### src/rtl/pipeline_hazard_controller.sv
// Hazard controller for a five-stage in-order pipeline.
// Produces the stall, flush and forward controls from the current pipeline
// contents, and tracks data-memory waits with a timeout flag and two
// saturating event counters.
//
// Ports:
//   clk, rst                 clock, synchronous active-high reset
//   Rs1D/Rs2D, BranchD,      decode-stage sources, branch and redirect info
//   PCSrcD, JalD
//   Rs1E/Rs2E/RdE, RegWriteEnE, MemReadEnE            execute stage
//   RdM, RegWriteEnM, MemReadEnM, MemWriteEnM          memory stage
//   RdW, RegWriteEnW                                    writeback stage
//   dmem_ready               data memory completes its access this cycle
//   StallF/D/E/M             hold the PC and the D/E/M pipeline registers
//   FlushD/E/W               load a bubble into D/E/W
//   ForwardAE/BE             00 regfile, 01 writeback, 10 memory
//   mem_timeout              sticky memory-timeout error
//   stall_cnt, flush_cnt     saturating event counters

// Forward select for one ALU operand; memory stage beats writeback.
module hazard_fwd_sel (
  input  logic [4:0] rs,
  input  logic [4:0] rd_m,
  input  logic       we_m,
  input  logic [4:0] rd_w,
  input  logic       we_w,
  output logic [1:0] sel
);
  always_comb begin
    sel = 2'b00;
    if (we_m && rd_m != 5'd0 && rd_m == rs)      sel = 2'b10;
    else if (we_w && rd_w != 5'd0 && rd_w == rs) sel = 2'b01;
  end
endmodule

module pipeline_hazard_controller #(
  parameter int TIMEOUT_CYCLES = 16,
  parameter int CNT_W          = 16
) (
  input  logic             clk,
  input  logic             rst,
  input  logic [4:0]       Rs1D,
  input  logic [4:0]       Rs2D,
  input  logic             BranchD,
  input  logic             PCSrcD,
  input  logic             JalD,
  input  logic [4:0]       Rs1E,
  input  logic [4:0]       Rs2E,
  input  logic [4:0]       RdE,
  input  logic             RegWriteEnE,
  input  logic             MemReadEnE,
  input  logic [4:0]       RdM,
  input  logic             RegWriteEnM,
  input  logic             MemReadEnM,
  input  logic             MemWriteEnM,
  input  logic [4:0]       RdW,
  input  logic             RegWriteEnW,
  input  logic             dmem_ready,
  output logic             StallF,
  output logic             StallD,
  output logic             StallE,
  output logic             StallM,
  output logic             FlushD,
  output logic             FlushE,
  output logic             FlushW,
  output logic [1:0]       ForwardAE,
  output logic [1:0]       ForwardBE,
  output logic             mem_timeout,
  output logic [CNT_W-1:0] stall_cnt,
  output logic [CNT_W-1:0] flush_cnt
);
  localparam int NUM_LANES = 2;
  localparam int TW = $clog2(TIMEOUT_CYCLES + 1);
  localparam logic [TW-1:0]    WAIT_MAX = TW'(TIMEOUT_CYCLES - 1);
  localparam logic [TW-1:0]    WAIT_HIT = TW'(TIMEOUT_CYCLES - 2);
  localparam logic [TW-1:0]    WAIT_ONE = TW'(1);
  localparam logic [CNT_W-1:0] CNT_ONE  = CNT_W'(1);

  typedef enum logic {RUN, MEM_WAIT} state_t;

  state_t        state;
  logic [TW-1:0] wait_cnt;

  logic memreq, mem_wait, load_use, br_haz, hazard;
  logic d1_match_e, d1_match_m;

  assign memreq   = MemReadEnM | MemWriteEnM;
  assign mem_wait = memreq & ~dmem_ready;

  assign d1_match_e = (RdE != 5'd0) && (RdE == Rs1D || RdE == Rs2D);
  assign d1_match_m = (RdM != 5'd0) && (RdM == Rs1D || RdM == Rs2D);
  assign load_use   = MemReadEnE & d1_match_e;
  // Branches compare in decode, so an ALU result still in E or a load in M
  // is not yet available to the comparator.
  assign br_haz     = BranchD & ((RegWriteEnE & d1_match_e) | (MemReadEnM & d1_match_m));
  assign hazard     = load_use | br_haz;

  // Forwarding, one lane per ALU operand (lane 0 = A, lane 1 = B).
  logic [NUM_LANES-1:0][4:0] rs_e;
  logic [NUM_LANES-1:0][1:0] fwd;
  assign rs_e = {Rs2E, Rs1E};

  genvar g;
  generate
    for (g = 0; g < NUM_LANES; g++) begin : g_fwd
      hazard_fwd_sel u_sel (
        .rs   (rs_e[g]),
        .rd_m (RdM),
        .we_m (RegWriteEnM),
        .rd_w (RdW),
        .we_w (RegWriteEnW),
        .sel  (fwd[g])
      );
    end
  endgenerate

  // Priority: reset > memory wait > data/branch hazard > redirect.
  // A timeout does not release the stall; the pipeline keeps waiting on memory.
  always_comb begin
    StallF = 1'b0; StallD = 1'b0; StallE = 1'b0; StallM = 1'b0;
    FlushD = 1'b0; FlushE = 1'b0; FlushW = 1'b0;
    ForwardAE = fwd[0];
    ForwardBE = fwd[1];
    if (rst) begin
      FlushD = 1'b1; FlushE = 1'b1; FlushW = 1'b1;
      ForwardAE = 2'b00;
      ForwardBE = 2'b00;
    end else if (mem_wait) begin
      StallF = 1'b1; StallD = 1'b1; StallE = 1'b1; StallM = 1'b1;
      FlushW = 1'b1;
    end else if (hazard) begin
      StallF = 1'b1; StallD = 1'b1;
      FlushE = 1'b1;
    end else if (PCSrcD | JalD) begin
      FlushD = 1'b1;
    end
  end

  always_ff @(posedge clk) begin
    if (rst) begin
      state       <= RUN;
      wait_cnt    <= '0;
      mem_timeout <= 1'b0;
      stall_cnt   <= '0;
      flush_cnt   <= '0;
    end else begin
      if (StallF && stall_cnt != '1)             stall_cnt <= stall_cnt + CNT_ONE;
      if ((FlushD | FlushE) && flush_cnt != '1)  flush_cnt <= flush_cnt + CNT_ONE;
      case (state)
        RUN: begin
          wait_cnt <= '0;
          if (mem_wait) state <= MEM_WAIT;
        end
        MEM_WAIT: begin
          if (dmem_ready) begin
            state    <= RUN;
            wait_cnt <= '0;
          end else begin
            if (wait_cnt != WAIT_MAX) wait_cnt <= wait_cnt + WAIT_ONE;
            // Flag on the edge where the count reaches TIMEOUT_CYCLES-1.
            if (memreq && wait_cnt >= WAIT_HIT) mem_timeout <= 1'b1;
          end
        end
        default: state <= RUN;
      endcase
    end
  end
endmodule

### config.mk
export PLATFORM = sky130hd
export DESIGN_NAME = pipeline_hazard_controller
export DESIGN_NICKNAME = d
export VERILOG_FILES = /design/src/rtl/pipeline_hazard_controller.sv
export SDC_FILE = /design/constraint.sdc
export NUM_CORES = 1
export LEC_CHECK = 0
export ABC_AREA = 1
export BUFFER_PORTS_ARGS = -buffer_cell sky130_fd_sc_hd__buf_2
export CORE_MARGIN = 2
export CORE_UTILIZATION = 50
export CTS_CLUSTER_SIZE = 12
export DETAILED_ROUTE_END_ITERATION = 8
export MAX_ROUTING_LAYER = met4
export PLACE_DENSITY = 0.86
export SETUP_SLACK_MARGIN = 0.3
export SLEW_MARGIN = 20
export SYNTH_ARGS = -nofsm -noshare
export SYNTH_HDL_FRONTEND = slang
export SYNTH_SLANG_ARGS = --single-unit
### constraint.sdc
create_clock -name clk -period 2.8 [get_ports clk]
set_clock_uncertainty 0.15 [all_clocks]
set_input_delay 0.56 -clock clk [delete_from_list [all_inputs] [get_ports clk]]
set_output_delay 0.56 -clock clk [all_outputs]
set_load 0.01 [all_outputs]
Yosys cells after proc, flatten, opt, wreduce, memory -nomap -nowiden
Cells that the tools add are included.
{"block": "totals", "ff_bits": 39, "inputBits": 47, "output_inout_bits": 44}
{"block": "classes", "add_sub_neg": 3, "order_cmp": 1, "eq_ne": 12, "mux": 23, "bitwise": 12, "n_reduce_logical": 17}
{"cell": "$eq A5 B5 Y1", "n": 8}
{"cell": "$add A16 B1 Y16 const B", "n": 2}
{"cell": "$ne A16 B16 Y1 const B", "n": 2}
{"cell": "$mux W1", "n": 15}
{"cell": "$reduce_bool A5 Y1", "n": 3}
{"cell": "$logic_and A1 B1 Y1", "n": 11}
{"cell": "$mux W5", "n": 2}
{"cell": "$pmux W5 S2", "n": 1}
{"cell": "$mux W2", "n": 4}
{"cell": "$add A5 B1 Y5 const B", "n": 1}
{"cell": "$and A1 B1 Y1", "n": 5}
{"cell": "$ge A5 B4 Y1 const B", "n": 1}
{"cell": "$ne A5 B4 Y1 const B", "n": 1}
{"cell": "$or A1 B1 Y1", "n": 5}
{"cell": "$ne A3 B2 Y1 const B", "n": 1}
{"cell": "$reduce_and A3 Y1", "n": 1}
{"cell": "$logic_or A1 B1 Y1", "n": 2}
{"cell": "$not A1 Y1", "n": 2}
{"cell": "$pmux W1 S2", "n": 1}

Logic depth before layout (Yosys ltp)
{"block": "logic_depth", "depth_word": 12, "ltp_mapped": 15, "mapped_depth_nobuf": 14}

Cells and area by module
A second synthesis with hierarchy kept.
{"block": "unflattened", "cells_unflattened": 524, "hier_area_um2": 3115.5}
{"mod": "pipeline_hazard_controller", "n_inst": 1, "cells_each": 424, "area_each_um2": 2687.6, "seq_area_each_um2": 780.7}
{"mod": "hazard_fwd_sel", "n_inst": 2, "cells_each": 50, "area_each_um2": 214.0, "seq_area_each_um2": 0.0}

Worst setup path before layout
Ideal clock, no wire load.
{"block": "synth_path", "path_type": "input -> output", "startpoint": "input port RdM[4]", "endpoint": "output port StallF", "t_arrival_ns": 1.679, "required_ns": 2.090, "path_slack_ns": 0.411, "stages": 13, "cell_sequence": "buf_2 inv_1 nand2_1 nand2_1 nor2_1 nand3_1 nand2_1 nand2_1 nand3_1 nand2_1 inv_2 buf_4 buf_4"}
{"block": "synth_via", "elab_chain_cells": 10, "elab_cells_between_ends": 12, "classes_between": "eq/ne: 2; mux: 3; bitwise: 4; reduce/logical: 3"}
{"element": "start: declaration", "line_no": "52", "rtl": "input logic [4:0] RdM,"}
{"element": "$eq A5 B5 Y1", "line_no": "91", "rtl": "assign d1_match_m = (RdM != 5'd0) && (RdM == Rs1D || RdM == Rs2D);"}
{"element": "$logic_or A1 B1 Y1", "line_no": "91"}
{"element": "$logic_and A1 B1 Y1 *", "line_no": "91"}
{"element": "$and A1 B1 Y1 *", "line_no": "95", "rtl": "assign br_haz = BranchD & ((RegWriteEnE & d1_match_e) | (MemReadEnM & d1_match_m));"}
{"element": "$or A1 B1 Y1 *", "line_no": "95"}
{"element": "$and A1 B1 Y1 *", "line_no": "95"}
{"element": "$or A1 B1 Y1 *", "line_no": "96", "rtl": "assign hazard = load_use | br_haz;"}
{"element": "$mux W1 * (3 in a row)"}
{"element": "end: declaration", "line_no": "59", "rtl": "output logic StallF,"}
Mark *: on every way between the ends. The rest lies on a longest branch, timed or not.

Final worst setup path
{"block": "layout_path", "startpoint": "input port RdM[3]", "endpoint": "output port StallD"}
{"block": "layout_via", "elab_chain_cells": 10, "elab_cells_between_ends": 12, "classes_between": "eq/ne: 2; mux: 3; bitwise: 4; reduce/logical: 3"}
{"element": "$eq A5 B5 Y1", "line_no": "91"}
{"element": "$logic_or A1 B1 Y1", "line_no": "91"}
{"element": "$logic_and A1 B1 Y1 *", "line_no": "91"}
{"element": "$and A1 B1 Y1 *", "line_no": "95"}
{"element": "$or A1 B1 Y1 *", "line_no": "95"}
{"element": "$and A1 B1 Y1 *", "line_no": "95"}
{"element": "$or A1 B1 Y1 *", "line_no": "96"}
{"element": "$mux W1 *", "line_no": "131", "rtl": "end else if (hazard) begin"}
{"element": "$mux W1 *", "line_no": "128", "rtl": "end else if (mem_wait) begin"}
{"element": "$mux W1 *", "line_no": "124", "rtl": "if (rst) begin"}
{"element": "end: declaration", "line_no": "60", "rtl": "output logic StallD,"}
Marks and branches as above.

==> results by group <==
Route
  – 1st-iter DRT viols: 186
  – Vias after detailed routing: 3327
  – Drc violations: 0
  – Initial DRT Pass Iterations: 4
  – Wire length per cell: 11.8 um
  – DR vias/cell: 5.21
  – Antenna viol nets, final: 0
  – Final wirelength: 7.53 mm

Clocking
  – TritonCTS Sinks: 39
  – Buffer depth of the longest clock path: 2
  – Root Driver: clkbuf_8
  – Cts-stage hold buffer count: 0
  – Num CTS Buffers: 5
  – TritonCTS clock tree: yes
  – Reg clk slew, reported paths: 80 ps
  – H-tree depth: 2
  – Worst-Skew Late Latency: 290 ps

Worst hold path
  – Min-delay src: mem_timeout
  – Hold Path Class: register to register
  – Min-Delay Path Depth: 2
  – Hold Path End: mem_timeout

Timing
  – Final setup fails: 0
  – Worst Slack Setup Final: 379 ps
  – Fmax: 413 MHz
  – Fin. Hold Viols: 0
  – RSZ-0062 raised after global routing: true
  – Final Max Slew Viols: 0
  – Final min period: 2420 ps
  – Slew @ Worst Pin: 440 ps
  – Final cycle utilization of the critical path: 0.865
  – Relative slew margins: 0.704
  – Setup TNS: 0 ps

Floorplan
  – Initial Utilization: 0.510
  – Placeable Area: 5820 um^2
  – Width of the die: 81.0 um
  – Chip height: 81.0 um
  – Total Die Area: 6570 um^2
  – Row count: 28
  – Num ports: 91

Flow run
  – Max-Cap Viols: 0

Pwr
  – Power Dens Cells: 361 nW/um^2
  – Static Leak: 1.77 nW
  – P_sw: 0.364 mW
  – Reg power frac: 0.448
  – Clock group share of total power: 0.356
  – Combinational Power Share: 0.196
  – Switching Share: 0.279
  – Max IR drop VDD: 0.231 mV
  – Internal: 0.941 mW

Setup path
  – CP startpoint: RdM[3]
  – CP required: 2090 ps
  – Crit path largest cell delay: 150 ps
  – Critical Path Most Common Cell: nand2_1
  – R2R setup slack: 490 ps
  – CP cell instances: clkbuf_4 > inv_1 > nand2_1 > nand2_1 > nor2_1 > nand3_1 > nand2_1 > nand2_1 > nand3_2 > nand2_1 > inv_4 > buf_2
  – Critical Path Source Type: input pin
  – Critical path's top delay family: simple AND/OR/NAND/NOR gates
  – Reg-to-reg endpoint: stall_cnt[15]
  – Setup crit end kind: output pin
  – Critical path class: input pin to output pin
  – Crit path max fanout: 6
  – Worst R2R Start: stall_cnt[0]
  – Slowest-stage cell, CP: clkbuf_4
  – Buf/Inv on CP: 4
  – WP data arrival: 1710 ps
  – Worst Reg-to-Reg Cells: 9

Logic synthesis
  – Synth Flop Type: dfxtp_1
  – Share of the synthesized area in the top cell type: 0.263
  – Synth Instances: 472
  – Synth Cell Area: 2970 um^2
  – Ys Warns: 0
  – EDFF count, synth: 0
  – Top cells by area, synth: dfxtp_1 (26%), nand2_1 (15%), xor2_1 (8.6%), nand3_1 (8.3%), nor2_1 (7.7%)
  – Largest area contributor in the netlist: dfxtp_1
  – Syn_nets: 524
  – Post-synthesis register bit count: 39
  – Post-synthesis sequential area ratio: 0.263
  – Share of synthesized registers carrying an async set or reset: 0
  – Count of distinct cell types in the synthesized netlist: 36
  – Mean Syn Cell Area: 6.29 um^2

Global routing
  – Initial antenna violation count: 0
  – Largest net degree at the start of global routing: 29
  – GRT Total Usage: 0.243
  – Total congestion overflow: 0
  – Vias in the first global route: 3115
  – First-pass GRT wire length: 12.7 mm

Final layout
  – ANT cells: 0
  – Most common cell after layout, fill and taps aside: nand2_1
  – Final Net Count: 614
  – # fillers: 586
  – Most frequent cells in the layout: nand2_1 (118), buf_2 (89), nor2_1 (61), inv_1 (55), nand3_1 (48)
  – Finished Layout Cells: 638
  – Layout cells sized above 1: 0.231
  – Layout area overhead: 21.9%

Placed design
  – Number of buffers inserted by port buffering: 90
  – Setup Slack @ Placement: 285 ps
  – Post-DP HPWL: 5.73 mm
  – Final GP Congestion: 0.895
  – Placed Instances: 625

Outcome
  – Status: finished clean
routing by layer:
layer	routed length (um)	up-vias	track usage
met5	0	-	-
met2	3810	113	0.452
li1	-	1685	-
met4	136	0	0.0797
met1	3190	1515	0.267
met3	396	14	0.0322
area by class of cell:
cell class,instances,area [um^2],area share
flip-flops and latches,39,781,0.216
multi-input cells,356,1880,0.520
clock inverters,3,43.8,0.0121
repair buffers,98,513,0.142
clock buffers,5,68.8,0.0190
inverters,62,235,0.0651
well taps,75,93.8,0.0260
tightest hold or removal path, cell delays in order, from the launching register on:
cell and delay [ps]:
dfxtp_1 330, a31oi_1 40, nor2_1 80
cell usage after synthesis, types with 2 or more instances:
master and instances:
xor2_1 29, inv_1 55, nand2_1 118, or2_2 6, ha_1 5, nand3_4 2
nor4_1 5, clkbuf_1 4, nor3_1 14, buf_4 4, nor2_1 61, dfxtp_1 39
o21ai_0 4, nand3_1 49, buf_2 4, a21oi_1 27, buf_6 2, inv_2 7
nand3b_1 3, nand4_1 7, xnor2_1 12
cell families after synthesis:
| family | share of synthesized area |
|---|---|
| XOR/XNOR | 0.121 |
| buffers and inverters | 0.109 |
| adder cells (fa/ha/maj) | 0.0211 |
| AND/OR/NAND/NOR | 0.415 |
| flip-flops | 0.263 |
| AO/OA/AOI/OAI | 0.0704 |
flip-flops by register name, indices dropped and copies added (netlist names):
register     cells
flush_cnt       16
stall_cnt       16
wait_cnt         5
mem_timeout      1
state            1
timing repair:
action / in CTS / in global routing
resized for setup: 1 / 4
buffers inserted: 0 / 5
hold endpoints to repair: 0 / 0
setup endpoints to repair: 2 / 6
how the worst max path moves through the flow:
stage | end | depth (start not counted)
final | StallD | 12
after CTS | StallD | 12
after detailed placement | StallD | 12
after global routing | FlushD | 9
after global placement | StallD | 12
after floorplan | StallF | 13
power groups by stage:
stage	sequential (mW)	combinational [mW]	clock [mW]
2_1_floorplan	0.600	0.154	0
3_3_place_gp	0.597	0.238	0
3_5_place_dp	0.598	0.246	0
4_1_cts	0.585	0.247	0.476
5_1_grt	0.587	0.291	0.498
6_report	0.585	0.256	0.464
metrics by stage:
step | instance area [um^2] | util | hold WS (ps) | power [mW]
finish | 3620 | 0.622 | 344 | 1.31
CTS | 3560 | 0.612 | 349 | 1.31
detailed placement | 3440 | 0.592 | 326 | 0.844
global placement | 3440 | 0.592 | 317 | 0.835
global route | 3620 | 0.622 | 366 | 1.38
floorplan | 2970 | - | 304 | 0.754
No activity file was read; power rests on OpenSTA's default activity.
